### config.mk
export PLATFORM = sky130hd
export DESIGN_NAME = rpn_program_sequencer
export DESIGN_NICKNAME = d
export VERILOG_FILES = /design/src/rtl/rpn_program_sequencer.sv
export SDC_FILE = /design/constraint.sdc
export NUM_CORES = 1
export LEC_CHECK = 0
export ABC_AREA = 0
export BUFFER_PORTS_ARGS = -buffer_cell sky130_fd_sc_hd__buf_2
export CAP_MARGIN = 20
export CORE_MARGIN = 2
export CORE_UTILIZATION = 61
export CTS_CLUSTER_SIZE = 14
export DETAILED_ROUTE_END_ITERATION = 7
export PLACE_DENSITY = 0.83
export SETUP_SLACK_MARGIN = 0.4
export SLEW_MARGIN = 20
export SYNTH_ARGS = -nofsm -noshare
export SYNTH_HDL_FRONTEND = slang
export SYNTH_SLANG_ARGS = --single-unit
### constraint.sdc
create_clock -name clk -period 2.7 [get_ports clk]
set_input_delay 0.27 -clock clk [delete_from_list [all_inputs] [get_ports clk]]
set_output_delay 0.27 -clock clk [all_outputs]
set_load 0.01 [all_outputs]
### src/rtl/rpn_program_sequencer.sv
// rpn_program_sequencer: runs a loadable RPN program on the stack ALU.
// Ports: clk/rst; prog_we/prog_addr/prog_wdata load the program memory;
// start/busy/done/error/pc report run status; alu_opcode/alu_data drive
// the ALU; alu_result/alu_overflow/alu_sp come back from it; result,
// result_valid and ovf_flag carry the captured POP value and overflow.
module rpn_program_sequencer #(
    parameter int N           = 4,
    parameter int PROG_DEPTH  = 32,
    parameter int AW          = 5,
    parameter int STACK_DEPTH = 16
) (
    input  logic          clk,
    input  logic          rst,
    input  logic          prog_we,
    input  logic [AW-1:0] prog_addr,
    input  logic [N+2:0]  prog_wdata,
    input  logic          start,
    output logic          busy,
    output logic          done,
    output logic          error,
    output logic [AW-1:0] pc,
    output logic [2:0]    alu_opcode,
    output logic [N-1:0]  alu_data,
    input  logic [N-1:0]  alu_result,
    input  logic          alu_overflow,
    input  logic [4:0]    alu_sp,
    output logic [N-1:0]  result,
    output logic          result_valid,
    output logic          ovf_flag
);

    typedef enum logic [2:0] {
        S_IDLE, S_FETCH, S_ISSUE, S_SETTLE, S_DONE
    } state_t;

    localparam logic [2:0] OP_HALT = 3'b000;
    localparam logic [2:0] OP_ADD  = 3'b100;
    localparam logic [2:0] OP_MUL  = 3'b101;
    localparam logic [2:0] OP_PUSH = 3'b110;
    localparam logic [2:0] OP_POP  = 3'b111;

    localparam logic [4:0]    SP_FULL = 5'(STACK_DEPTH);
    localparam logic [AW-1:0] LAST    = AW'(PROG_DEPTH - 1);

    logic [N+2:0] mem [PROG_DEPTH];
    logic [N+2:0] ir;
    logic [N+2:0] fetch_w;
    logic [2:0]   ir_op;

    state_t        state, state_d;
    logic [AW-1:0] pc_d;
    logic [N+2:0]  ir_d;
    logic          busy_d, done_d, error_d, rv_d, ovf_d;
    logic [N-1:0]  result_d, data_d;
    logic [2:0]    op_d;

    assign fetch_w = mem[pc];
    assign ir_op   = ir[N+2:N];

    // True when op may be sent to the ALU with the given stack depth.
    // HALT and reserved codes never reach the ALU.
    function automatic logic can_issue(input logic [2:0] op,
                                       input logic [4:0] sp);
        logic ok;
        ok = 1'b0;
        case (op)
            OP_POP:         ok = (sp >= 5'd1);
            OP_ADD, OP_MUL: ok = (sp >= 5'd2);
            OP_PUSH:        ok = (sp != SP_FULL);
            default:        ok = 1'b0;
        endcase
        return ok;
    endfunction

    always_ff @(posedge clk) begin
        if (state == S_IDLE && prog_we) begin
            mem[prog_addr] <= prog_wdata;
        end
    end

    always_comb begin
        state_d  = state;
        pc_d     = pc;
        ir_d     = ir;
        busy_d   = busy;
        done_d   = 1'b0;
        error_d  = error;
        result_d = result;
        rv_d     = 1'b0;
        ovf_d    = ovf_flag;
        op_d     = OP_HALT;
        data_d   = '0;
        unique case (state)
            S_IDLE: begin
                busy_d = start;
                if (start) begin
                    state_d = S_FETCH;
                    pc_d    = '0;
                    error_d = 1'b0;
                    ovf_d   = 1'b0;
                end
            end
            S_FETCH: begin
                ir_d    = fetch_w;
                state_d = S_ISSUE;
                // alu_sp is stable until an op is issued, so the
                // issue decision can be registered one cycle early.
                if (can_issue(fetch_w[N+2:N], alu_sp)) begin
                    op_d   = fetch_w[N+2:N];
                    data_d = fetch_w[N-1:0];
                end
            end
            S_ISSUE: begin
                if (ir_op == OP_HALT) begin
                    state_d = S_DONE;
                    done_d  = 1'b1;
                end else if (!can_issue(ir_op, alu_sp)) begin
                    error_d = 1'b1;
                    state_d = S_DONE;
                    done_d  = 1'b1;
                end else begin
                    state_d = S_SETTLE;
                end
            end
            S_SETTLE: begin
                if (ir_op == OP_POP) begin
                    result_d = alu_result;
                    rv_d     = 1'b1;
                end
                if ((ir_op == OP_ADD || ir_op == OP_MUL) && alu_overflow) begin
                    ovf_d = 1'b1;
                end
                if (pc == LAST) begin
                    state_d = S_DONE;
                    done_d  = 1'b1;
                end else begin
                    pc_d    = pc + AW'(1);
                    state_d = S_FETCH;
                end
            end
            S_DONE: begin
                busy_d  = 1'b0;
                state_d = S_IDLE;
            end
            default: begin
                busy_d  = 1'b0;
                state_d = S_IDLE;
            end
        endcase
    end

    always_ff @(posedge clk) begin
        if (rst) begin
            state        <= S_IDLE;
            pc           <= '0;
            ir           <= '0;
            busy         <= 1'b0;
            done         <= 1'b0;
            error        <= 1'b0;
            result       <= '0;
            result_valid <= 1'b0;
            ovf_flag     <= 1'b0;
            alu_opcode   <= OP_HALT;
            alu_data     <= '0;
        end else begin
            state        <= state_d;
            pc           <= pc_d;
            ir           <= ir_d;
            busy         <= busy_d;
            done         <= done_d;
            error        <= error_d;
            result       <= result_d;
            result_valid <= rv_d;
            ovf_flag     <= ovf_d;
            alu_opcode   <= op_d;
            alu_data     <= data_d;
        end
    end

endmodule

==> results by group <==
Status
  • Status: finished, final reports clean

Route
  • Detailed Route WL: 23060 µm
  • # DRC: 0
  • Per-cell routed wire length: about 27 µm
  • Via/cell ratio: 6.405
  • Final ANT Viol Nets: 0
  • Vias post-DR: around 5500
  • Drt pass-1 iters: 5
  • Drt first-iter violations: 762

Power
  • Leak Pwr: 3.803 nW
  • Peak supply drop: around 0.45 mV
  • Pint: between 6 and 7 mW
  • Switching power: between 1.5 and 2 mW
  • Flop pwr share: between 50% and 60%
  • Sw Share: around a fifth
  • Clock network power share: approximately two fifths
  • Comb pwr share: approximately 2.7%
  • Pwr dens: about 670 nW/µm²

Die
  • FP Rows: 46
  • Die Width: around 130 µm
  • Chip height: around 130 µm
  • Core box area: between 15000 and 20000 µm²
  • Io pins: 47
  • Area of the die: ~17000 µm²
  • Initial core utilization: between 60% and 70%

Cells and area
  • Nets: 658
  • Antenna diodes: 0
  • Ratio of cells with drive above 1 in the final layout: about a third
  • Util after Layout: 72.97%
  • Area grow syn2layout: 16.12%

Clock network
  • Skew-Pair Late Insertion Delay: 0.52 ns
  • Clk sinks: between 200 and 300
  • Cts bufs inserted: 25
  • H-tree depth: 1
  • CTS clk-pin slew, worst paths: 0.07 ns
  • Clk root buf: clkbuf_16
  • Clock Tree Buf Depth: 3
  • CTS tree: yes

STA
  • Unrepaired setup endpoints after global routing: true
  • Crit path time final: ~2.4 ns
  • Fmax achieved: around 420 MHz
  • Final setup fails: 0
  • Final Hold Fails: 0
  • Final Cycle Share: 88.88%
  • Slew headroom: between 50% and 60%
  • Clock Skew: around 0.015 ns
  • Worst-margin pin slew: around 0.65 ns
  • Setup TNS: 0 ns
  • Final Max Slew Viols: 0

Yosys
  • Synth cell count leaders: edfxtp_1, mux4_2, nor2_1
  • Fraction of registers with async set/reset: 0%
  • Sequential area share after synthesis: between 70 and 80%
  • Yosys top cell by area: edfxtp_1
  • Top cells by area, synth: edfxtp_1, mux4_2, dfxtp_1
  • Share of the synthesized area in the top cell type: around 67%
  • Post-Syn Area: 10020 µm²
  • Ys flop type: edfxtp_1
  • Yosys warns: 0
  • Yosys reg bits: between 200 and 300
  • Top-count cell post-synth: edfxtp_1
  • Synthesized area per cell: 18.87 µm²
  • Post-synth EDFFs: approximately 220
  • Unique masters post-synth: 45
  • Synth Instances: between 500 and 600
  • Syn_nets: between 500 and 600

Placed design
  • I/O Buffers: 46
  • Final GP Congestion: between 0.8 and 0.9
  • HPWL Detailed: 13740 µm

Global route
  • Antenna violations before repair: 1
  • First-pass GRT wire length: between 30000 and 40000 µm
  • Grt ovf: 0
  • Largest net degree at the start of global routing: 33
  • Vias in the first global route: ~5600
  • Global Route Usage Sum: 27.14%

Critical path
  • Worst-path fanout max: 8
  • Critical path endpoint category: flop
  • WS Path Type: reg2reg
  • Worst path required time: 3.09 ns
  • Slowest stage delay, CP: 0.54 ns
  • Worst path slowest cell: mux4_2
  • Crit start category: flop
  • CP most frequent cell: mux4_2
  • Crit path cell chain: buf_12 > mux4_2 > mux4_2 > mux2i_4 > buf_4 > o21ai_0 > nor3b_1
  • Crit path arrival time: between 2 and 3 ns
  • R2R cell count: 7

Run
  • Max Cap Viol: 0

Worst hold path
  • Hold Path Stages: 3
  • Hold Path Class: in2reg
-- state kept, by name, summed over array words and instances (netlist names), named ones only --
signal        flops
busy              1
done              1
ir                3
mem             224
alu_opcode        3
state             3
alu_data          4
result_valid      1
error             1
result            4
pc                5
ovf_flag          1
-- power groups by stage --
| stage | Sequential, mW | Clock (mW) | Combinational, mW |
|---|---|---|---|
| 2_1_floorplan | 4.43 | 0 | 0.0849 |
| 3_3_place_gp | 4.43 | 0 | 0.187 |
| 3_5_place_dp | 4.43 | 0 | 0.197 |
| 4_1_cts | 4.35 | 3.20 | 0.203 |
| 5_1_grt | 4.35 | 3.36 | 0.226 |
| 6_report | 4.35 | 3.18 | 0.211 |
-- kinds of logic (layout without fill, tap and decap cells) --
kind of cell	count (synthesis)	in the layout	synth area share [%]
adders and majority gates	2	2	0.2497
DFF	256	256	73.54
and+or+nand+nor	123	123	5.745
AOI/OAI and AO/OA	30	30	2.323
xor gates and xnor gates	4	4	0.3498
buffers and inverters	28	145	1.636
muxes	88	88	16.16
-- cell type report --
class	instances	area [µm²]
Sequential cell	256	7375
Tap cell	216	270.3
Inverter	3	11.26
Clock buffer	35	695.7
Fill cell	855	4309
Timing Repair Buffer	97	683.2
Clock inverter	10	47.55
Multi-Input combinational cell	247	2551
-- layout by cell type (no fill, tap or decap), types with 6 or more instances in the layout --
master,instances
edfxtp_1,224
mux4_2,58
nor2_1,54
buf_2,46
buf_4,44
dfxtp_1,30
mux2i_1,27
clkbuf_16,25
nand2_1,19
a22oi_1,9
nand2b_1,8
nor2b_1,7
nor3_1,7
a21oi_1,6
-- final timing paths --
kind                            slack, ns          from            end
worst max-delay path                 0.30          flop  alu_opcode[0]
worst min register to register       0.47      ovf_flag       ovf_flag
worst min-delay path                 0.02  alu_overflow       ovf_flag
worst max register to register       0.30          flop  alu_opcode[0]
-- routing by layer --
layer	global-route usage, %	routed length [µm]
met5	0	13
met4	10.21	811
met2	42.45	10970
met1	37.45	8616
met3	7.151	2650
-- what timing repair did --
action                     CTS  global route
resized for setup            7             8
pin swaps                    3             1
cloned                       0             0
buffers inserted             7             0
hold buffers                 0             0
setup endpoints to repair   12            15
-- stage by stage --
| stage | cells | area, µm² | hold slack [ns] | setup slack (ns) | power, mW |
|---|---|---|---|---|---|
| floorplan | 531 | 10020 | 0.3689 | 0.5300 | 4.510 |
| global placement | 812 | 10750 | 0.4469 | 0.2541 | 4.615 |
| detailed placement | 812 | 10750 | 0.4605 | 0.1479 | 4.628 |
| CTS | 864 | 11600 | 0.01274 | 0.3392 | 7.745 |
| global route | 864 | 11630 | 0.02019 | 0.2246 | 7.935 |
| finish | 864 | 11630 | 0.01797 | 0.3001 | 7.737 |
-- worst max-delay path: cells and delay by family, from the launching register on --
kind	cells	cell delay [ns]
muxes	3	1.33
DFF	1	0.38
buffers and inverters	2	0.32
and+or+nand+nor	1	0.16
AOI/OAI and AO/OA	1	0.06
Note: power is estimated with default switching activity, not from simulation.
